--- config.mk ---
export PLATFORM = sky130hd
export DESIGN_NAME = depacketizer_stream
export DESIGN_NICKNAME = d
export VERILOG_FILES = /design/src/rtl/depacketizer_pkg.sv /design/src/rtl/depacketizer_stream_word_select.sv /design/src/rtl/depacketizer_stream.sv
export SDC_FILE = /design/constraint.sdc
export NUM_CORES = 1
export LEC_CHECK = 0
export ABC_AREA = 1
export CORE_ASPECT_RATIO = 0.7
export CORE_UTILIZATION = 32
export CTS_CLUSTER_DIAMETER = 100
export CTS_CLUSTER_SIZE = 40
export DETAILED_ROUTE_END_ITERATION = 6
export PLACE_DENSITY_LB_ADDON = 0.12
export SLEW_MARGIN = 5
export SYNTH_ARGS = -nofsm -noshare
export SYNTH_HDL_FRONTEND = slang
export SYNTH_SLANG_ARGS = --single-unit
--- constraint.sdc ---
create_clock -name clk -period 2.2 [get_ports clk]
set_input_delay 0.44 -clock clk [delete_from_list [all_inputs] [get_ports clk]]
set_output_delay 0.44 -clock clk [all_outputs]
set_load 0.01 [all_outputs]
--- src/rtl/depacketizer_pkg.sv ---
// Shared types and packet field offsets for the PE input-port depacketizer.
package depacketizer_pkg;

    typedef enum logic {
        PKT_IFMAP  = 1'b0,
        PKT_FILTER = 1'b1
    } pkt_type_t;

    typedef enum logic {
        IDLE   = 1'b0,
        UNPACK = 1'b1
    } dp_state_t;

    // Packet layout, MSB first: timestep, type, filter_row, data (word0 at LSBs).
    function automatic int unsigned TS_BIT(input int unsigned pktW);
        return pktW - 1;
    endfunction

    function automatic int unsigned TYPE_BIT(input int unsigned pktW);
        return pktW - 2;
    endfunction

    function automatic int unsigned ROW_LSB(input int unsigned numWords, input int unsigned dataWidth);
        return numWords * dataWidth;
    endfunction

endpackage

--- src/rtl/depacketizer_stream_word_select.sv ---
// Combinational word[idx] mux over the latched packet data field.
module word_select #(
    parameter int unsigned DATA_WIDTH = 8,
    parameter int unsigned NUM_WORDS  = 3,
    parameter int unsigned IDX_W      = $clog2(NUM_WORDS)
) (
    input  logic [NUM_WORDS*DATA_WIDTH-1:0] data,
    input  logic [IDX_W-1:0]                idx,
    output logic [DATA_WIDTH-1:0]           selWord
);

    // Unused idx codes (non-power-of-two NUM_WORDS) select zero.
    always_comb begin
        selWord = '0;
        for (int i = 0; i < int'(NUM_WORDS); i++) begin
            if (idx == IDX_W'(i)) begin
                selWord = data[i*DATA_WIDTH +: DATA_WIDTH];
            end
        end
    end

endmodule

--- src/rtl/depacketizer_stream.sv ---
// Depacketizer: serialises one packet into per-word beats on the ifmap or filter stream.
module depacketizer_stream
    import depacketizer_pkg::*;
#(
    parameter  int unsigned DATA_WIDTH = 8,
    parameter  int unsigned NUM_WORDS  = 3,
    parameter  int unsigned ROW_BITS   = 2,
    parameter  int unsigned NUM_ROWS   = 3,
    parameter  int unsigned CNT_W      = 8,
    localparam int unsigned PKT_W      = NUM_WORDS*DATA_WIDTH + ROW_BITS + 2,
    localparam int unsigned IDX_W      = $clog2(NUM_WORDS)
) (
    input  logic                  clk,
    input  logic                  rst,
    input  logic [PKT_W-1:0]      in_packet,
    input  logic                  in_valid,
    output logic                  in_ready,
    output logic [DATA_WIDTH-1:0] ifmap_word,
    output logic                  ifmap_timestep,
    output logic                  ifmap_last,
    output logic                  ifmap_valid,
    input  logic                  ifmap_ready,
    output logic [DATA_WIDTH-1:0] filter_word,
    output logic [ROW_BITS-1:0]   filter_row,
    output logic [IDX_W-1:0]      filter_idx,
    output logic                  filter_last,
    output logic                  filter_valid,
    input  logic                  filter_ready,
    output logic [CNT_W-1:0]      drop_count
);

    localparam int unsigned    DATA_BITS = NUM_WORDS * DATA_WIDTH;
    localparam int unsigned    TS_B      = TS_BIT(PKT_W);
    localparam int unsigned    TYPE_B    = TYPE_BIT(PKT_W);
    localparam int unsigned    ROW_B     = ROW_LSB(NUM_WORDS, DATA_WIDTH);
    localparam logic [IDX_W-1:0]  LAST_IDX  = IDX_W'(NUM_WORDS - 1);
    localparam logic [ROW_BITS:0] ROW_LIMIT = (ROW_BITS+1)'(NUM_ROWS);

    dp_state_t             state;
    pkt_type_t             typeQ;
    logic                  tsQ;
    logic [ROW_BITS-1:0]   rowQ;
    logic [DATA_BITS-1:0]  dataQ;
    logic [IDX_W-1:0]      idxQ;
    logic                  ifmapValidQ;
    logic                  filterValidQ;
    logic [CNT_W-1:0]      dropCountQ;
    logic [DATA_WIDTH-1:0] curWord;

    pkt_type_t             inType;
    logic [ROW_BITS-1:0]   inRow;
    logic                  dropPkt;
    logic                  accept;
    logic                  selReady;
    logic                  lastBeat;
    logic                  beatDone;

    assign inType   = pkt_type_t'(in_packet[TYPE_B]);
    assign inRow    = in_packet[ROW_B +: ROW_BITS];
    assign dropPkt  = (inType == PKT_FILTER) && ({1'b0, inRow} >= ROW_LIMIT);
    assign selReady = (typeQ == PKT_FILTER) ? filter_ready : ifmap_ready;
    assign lastBeat = (idxQ == LAST_IDX);
    assign beatDone = (ifmapValidQ || filterValidQ) && selReady;

    // Ready path from downstream lets a new packet enter on the last-word handshake.
    assign in_ready = (state == IDLE) || ((state == UNPACK) && lastBeat && selReady);
    assign accept   = in_valid && in_ready;

    always_ff @(posedge clk) begin
        if (rst) begin
            state        <= IDLE;
            typeQ        <= PKT_IFMAP;
            tsQ          <= 1'b0;
            rowQ         <= '0;
            dataQ        <= '0;
            idxQ         <= '0;
            ifmapValidQ  <= 1'b0;
            filterValidQ <= 1'b0;
            dropCountQ   <= '0;
        end else begin
            case (state)
                IDLE: ;
                UNPACK: begin
                    if (beatDone) begin
                        if (lastBeat) begin
                            state        <= IDLE;
                            idxQ         <= '0;
                            ifmapValidQ  <= 1'b0;
                            filterValidQ <= 1'b0;
                        end else begin
                            idxQ <= idxQ + IDX_W'(1);
                        end
                    end
                end
                default: state <= IDLE;
            endcase

            // An accept overrides the end-of-packet return to IDLE.
            if (accept) begin
                if (dropPkt) begin
                    if (dropCountQ != '1) begin
                        dropCountQ <= dropCountQ + CNT_W'(1);
                    end
                end else begin
                    state        <= UNPACK;
                    typeQ        <= inType;
                    tsQ          <= in_packet[TS_B];
                    rowQ         <= inRow;
                    dataQ        <= in_packet[DATA_BITS-1:0];
                    idxQ         <= '0;
                    ifmapValidQ  <= (inType == PKT_IFMAP);
                    filterValidQ <= (inType == PKT_FILTER);
                end
            end
        end
    end

    word_select #(
        .DATA_WIDTH (DATA_WIDTH),
        .NUM_WORDS  (NUM_WORDS),
        .IDX_W      (IDX_W)
    ) u_word_select (
        .data    (dataQ),
        .idx     (idxQ),
        .selWord (curWord)
    );

    assign ifmap_word     = curWord;
    assign ifmap_timestep = tsQ;
    assign ifmap_last     = ifmapValidQ && lastBeat;
    assign ifmap_valid    = ifmapValidQ;
    assign filter_word    = curWord;
    assign filter_row     = rowQ;
    assign filter_idx     = idxQ;
    assign filter_last    = filterValidQ && lastBeat;
    assign filter_valid   = filterValidQ;
    assign drop_count     = dropCountQ;

endmodule

Word level (Yosys, flattened, before mapping)
Cells that the tools add are included.
Word-level totals
  register bits: 41
  input bits: 33
Cells by class
  $add $sub $neg: 2
  $lt $le $gt $ge: 1
  equal/unequal tests: 3
  multiplexer cells: 24
  bitwise logic cells: 3
  reduce and logical (&&, ||, !) cells: 12
Operator list (number)
  two-way mux 8 bit: 3
  two-way mux 1 bit: 16
  two-way mux 2 bit: 5
  adder 8 x 1 -> 8 bit (second input constant): 1
  inequality test 8 bit (second input constant): 1
  logical AND 1 bit: 7
  NOT 1 bit: 3
  AND reduction 3 bit: 1
  adder 2 x 1 -> 2 bit (second input constant): 1
  equality test 2 x 1 -> 1 bit (second input constant): 1
  equality test 2 bit (second input constant): 1
  greater-or-equal comparator 2 bit (second input constant): 1
  zero test 2 bit: 1
  logical OR 1 bit: 2
  AND reduction 2 bit: 1

Logic depth before layout (Yosys ltp)
  word-level depth: 6
  gate-level depth with buffers: 10

By module
From an unflattened synthesis, not the netlist that was laid out.
Second synthesis, totals
  cells, all modules: 281
  area total of the unflattened synthesis: 2079.5 um^2
By module, submodules not included
  depacketizer_stream: instances 1, cells each 244, area each 1891.8 um^2
  word_select: instances 1, cells each 37, area each 187.7 um^2

Least setup slack after synthesis
No wires, ideal clock.
  kind: reg2out
  start: register idxQ[1] (netlist: filter_idx[1])
  end: output port ifmap_word[0]
  data arrival time: 1.198 ns
  setup slack: 0.562 ns
  cell stages (with the launch flop): 7
  path buffers: 2
  path through: dfxtp_1 > inv_2 > nor2_2 > clkbuf_1 > nand2_1 > o221ai_1 > buf_4
On the way
  longest elaborated chain between the ends: 4
  elaborated cells on any way between the ends: 6
Ends and longest elaborated chain
  from (decl): RTL line depacketizer_stream.sv:44  | logic [IDX_W-1:0] idxQ;
  from (signal assigned): RTL line depacketizer_stream.sv:91  | idxQ <= idxQ + IDX_W'(1);
  zero test 2 bit: RTL line depacketizer_stream_word_select.sv:16  | if (idx == IDX_W'(i)) begin
  two-way mux 8 bit (2 in a row): RTL line depacketizer_stream_word_select.sv:16
  two-way mux 8 bit (*): RTL line depacketizer_stream_word_select.sv:16
  to (decl): RTL line depacketizer_stream.sv:18  | output logic [DATA_WIDTH-1:0] ifmap_word,
Mark *: on every way between the ends. The rest lies on a longest branch, timed or not.

Worst setup path after layout
  start: register idxQ[1] (netlist: filter_idx[1])
  end: output port ifmap_last
On the way
  longest elaborated chain between the ends: 2
Ends and longest elaborated chain
  equality test 2 bit: RTL line depacketizer_stream.sv:62  | assign lastBeat = (idxQ == LAST_IDX);
  logical AND 1 bit: RTL line depacketizer_stream.sv:130  | assign ifmap_last = ifmapValidQ && lastBeat;
  to (decl): RTL line depacketizer_stream.sv:20  | output logic ifmap_last,
Every way passes these cells.

==> out/results.txt <==
via count -> 1996
Post-CTS Hold Fix Bufs -> 0
Post-layout nets -> 417
Slew Viols, Final -> 0
buffers and inverters on the worst path -> 4
overall power -> 1.84 mW
Cell Count, Final, Fillers Out -> 459
Detailed Route Iter0 Violations -> 49
Max clock buf depth -> 2
reg2reg start -> filter_idx[1]
max incr delay on CP -> 0.54 ns
clock share of power -> 34.4%
dpl ws -> 0.0355 ns
register area share after synthesis -> 40.3%
CP max FO -> 4
Die W -> 97.4 µm
Flop pwr share -> 44.9%
final setup vio count -> 0
Synth Warn # -> 0
net load switching power -> 0.481 mW
post-synth cell types -> 22
Placed Cells -> 447
final worst slack -> 0.107 ns
RSZ-0062 raised after global routing -> no
layout cells sized above 1 -> 9.90%
Hold Fails Final Rpt -> 0
global route overflow -> 0
largest net degree at the start of global routing -> 51
initial antenna violation count -> 0
first-pass GRT wire length -> 8140 µm
leak pwr -> 1.45 nW
CTS Buf Count -> 5
critical path's top delay family -> buffers and inverters
CTS tree -> done
Clock Skew -> 0.00517 ns
Worst-Margin Slew -> 0.434 ns
crit start category -> flop
Worst Hold Depth -> 2
Post-Route WL -> 4990 µm
wire per inst -> 10.9 µm
Initial Util -> 34.4%
Pwr Density -> 618 nW/µm²
Gate power share -> 20.8%
Vias/cell -> 4.35
fmax -> 0.478 GHz
core area -> 5930 µm²
worst setup path start -> filter_idx[1]
#FFs+latches synth -> 41
Hold EP -> filter_row[0]
Clock Sink Count -> 41
final RePlAce weighted congestion -> 0.745
status -> finished, final reports clean
ant diodes -> 0
setup TNS -> 0 ns
commonest non-fill, non-tap cell in the layout -> nand2_1
total track usage -> 15.3%
Routed Antenna Nets -> 0
vias in the first global route -> 1803
internal cell power -> 1.36 mW
most frequent cells in the layout -> 92 x nand2_1, 63 x nor2_1, 49 x clkdlybuf4s50_1, 41 x inv_1, 39 x dfxtp_1
min-delay src -> filter_row[0]
slowest cell on the critical path -> clkdlybuf4s50_1
worst path required time -> 1.76 ns
minimum clock period -> 2.09 ns
row cnt -> 23
worst path arrival time -> 1.65 ns
VDD IR max -> 0.329 mV
# IOs -> 67
htree depth -> 2
reg2reg path depth -> 10
syn avg cell area -> 6.53 µm²
Area growth syn-to-layout -> 45.9%
RR Endpoint -> dataQ[0]
Tightest Hold Check Type -> reg2reg
hpwl dp -> 3560 µm
part of the cycle the worst path needs -> 95.1%
drc violations -> 0
R2R Setup Slk -> 0.58 ns
Fill cells -> 590
crit end category -> output pin
clk_lat worst skew -> 0.29 ns
DIE HEIGHT -> 68.8 µm
Mapped Area -> 2040 µm²
critical path cell sequence -> inv_2 -> nor2_4 -> buf_4 -> inv_1 -> nor2_1 -> clkdlybuf4s50_1
full die area -> 6700 µm²
Worst Hold Margin -> 0.450 ns
Crit Path Class -> reg2out
root buf cell -> clkbuf_8
Post-Syn Instances -> 312
Worst-path clk slew -> 0.08 ns
1st-pass router iterations -> 4
syn_nets -> 346
sw frac -> 26.2%
IO buf count -> 66
Slew Limit Headroom -> 71.0%
max-cap violations -> 0
==> how the worst max path moves through the flow <==
stage / end / slack, ns / cells past startpoint
floorplan: ifmap_word[0] / 0.56 / 6
global placement: in_ready / 0.06 / 6
detailed placement: in_ready / 0.04 / 6
CTS: filter_word[5] / 0.008 / 4
global route: ifmap_word[6] / 0.02 / 8
finish: ifmap_last / 0.11 / 6
==> cells in the mapped netlist (all sizes together) <==
cell type   n  share of area (%)
inv        42                7.7
a21oi      13                3.9
o21bai      1               0.37
clkinv      1               0.18
o21ai       7                1.7
nand3b      2               0.74
xor2        3                1.3
o221ai      8                3.4
clkbuf      5               0.92
buf        13                5.1
nand2      94                 18
nor2       65                 12
dfxtp      41                 40
ha          1               0.61
nand3      16                3.9
==> logic make-up after synthesis <==
family	share of synthesized area (%)
flops	40.3
compound gates	9.45
buf+inv	13.9
xor+xnor	1.29
fa+ha+maj	0.614
simple gates	34.4
==> layout make-up <==
type                            count  area [µm²]  share of cell area [%]
Timing Repair inverter              1        5.00                   0.168
Timing Repair Buffer               81         800                    26.9
Inverter                           43         163                    5.47
Clock inverter                      2        37.5                    1.26
Multi-Input combinational cell    210         968                    32.6
Clock buffer                        6        82.6                    2.78
Tap cell                           75        93.8                    3.16
Sequential cell                    41         823                    27.7
==> registers in the layout, summed over array words and instances (netlist names) <==
| signal | cells |
|---|---|
| dataQ | 24 |
| filter_idx | 2 |
| filter_valid | 1 |
| ifmap_valid | 1 |
| typeQ | 1 |
| ifmap_timestep | 1 |
| drop_count | 8 |
| state | 1 |
| filter_row | 2 |
==> power by group through the flow <==
| stage | sequential [mW] | clock (mW) | combinational (mW) |
|---|---|---|---|
| after floorplan | 0.840 | 0 | 0.222 |
| after global placement | 0.840 | 0 | 0.392 |
| after detailed placement | 0.841 | 0 | 0.393 |
| after CTS | 0.824 | 0.655 | 0.389 |
| after global routing | 0.832 | 0.688 | 0.427 |
| final | 0.824 | 0.631 | 0.381 |
==> routing by layer <==
metal / GRT usage [%] / part of all wire, % / vias up / wire (µm)
met4: 3.31 / 0.54 / 0 / 27
li1: - / - / 1086 / -
met2: 23.7 / 41 / 42 / 2020
met1: 20.8 / 53 / 866 / 2650
met5: 0 / 0 / - / 0
met3: 5.04 / 5.8 / 2 / 292
==> repair_timing <==
item                       in CTS  in global routing
setup endpoints to repair      19                  8
pin swaps                       0                  1
setup buffers                   0                  3
gates resized for setup        22                  6
cloned                          1                  0
==> metrics by stage <==
stage          util, %  area [µm²]
2_1_floorplan        -        2040
4_1_cts           49.5        2940
3_5_place_dp      47.0        2790
6_report          50.1        2970
3_3_place_gp      47.0        2790
5_1_grt           50.1        2970
==> tightest hold or removal path, stage by stage, from the launching register on <==
cell,delay [ns]
dfxtp_1,0.31
inv_1,0.04
a21oi_1,0.05
Note: power is estimated with default switching activity, not from simulation.
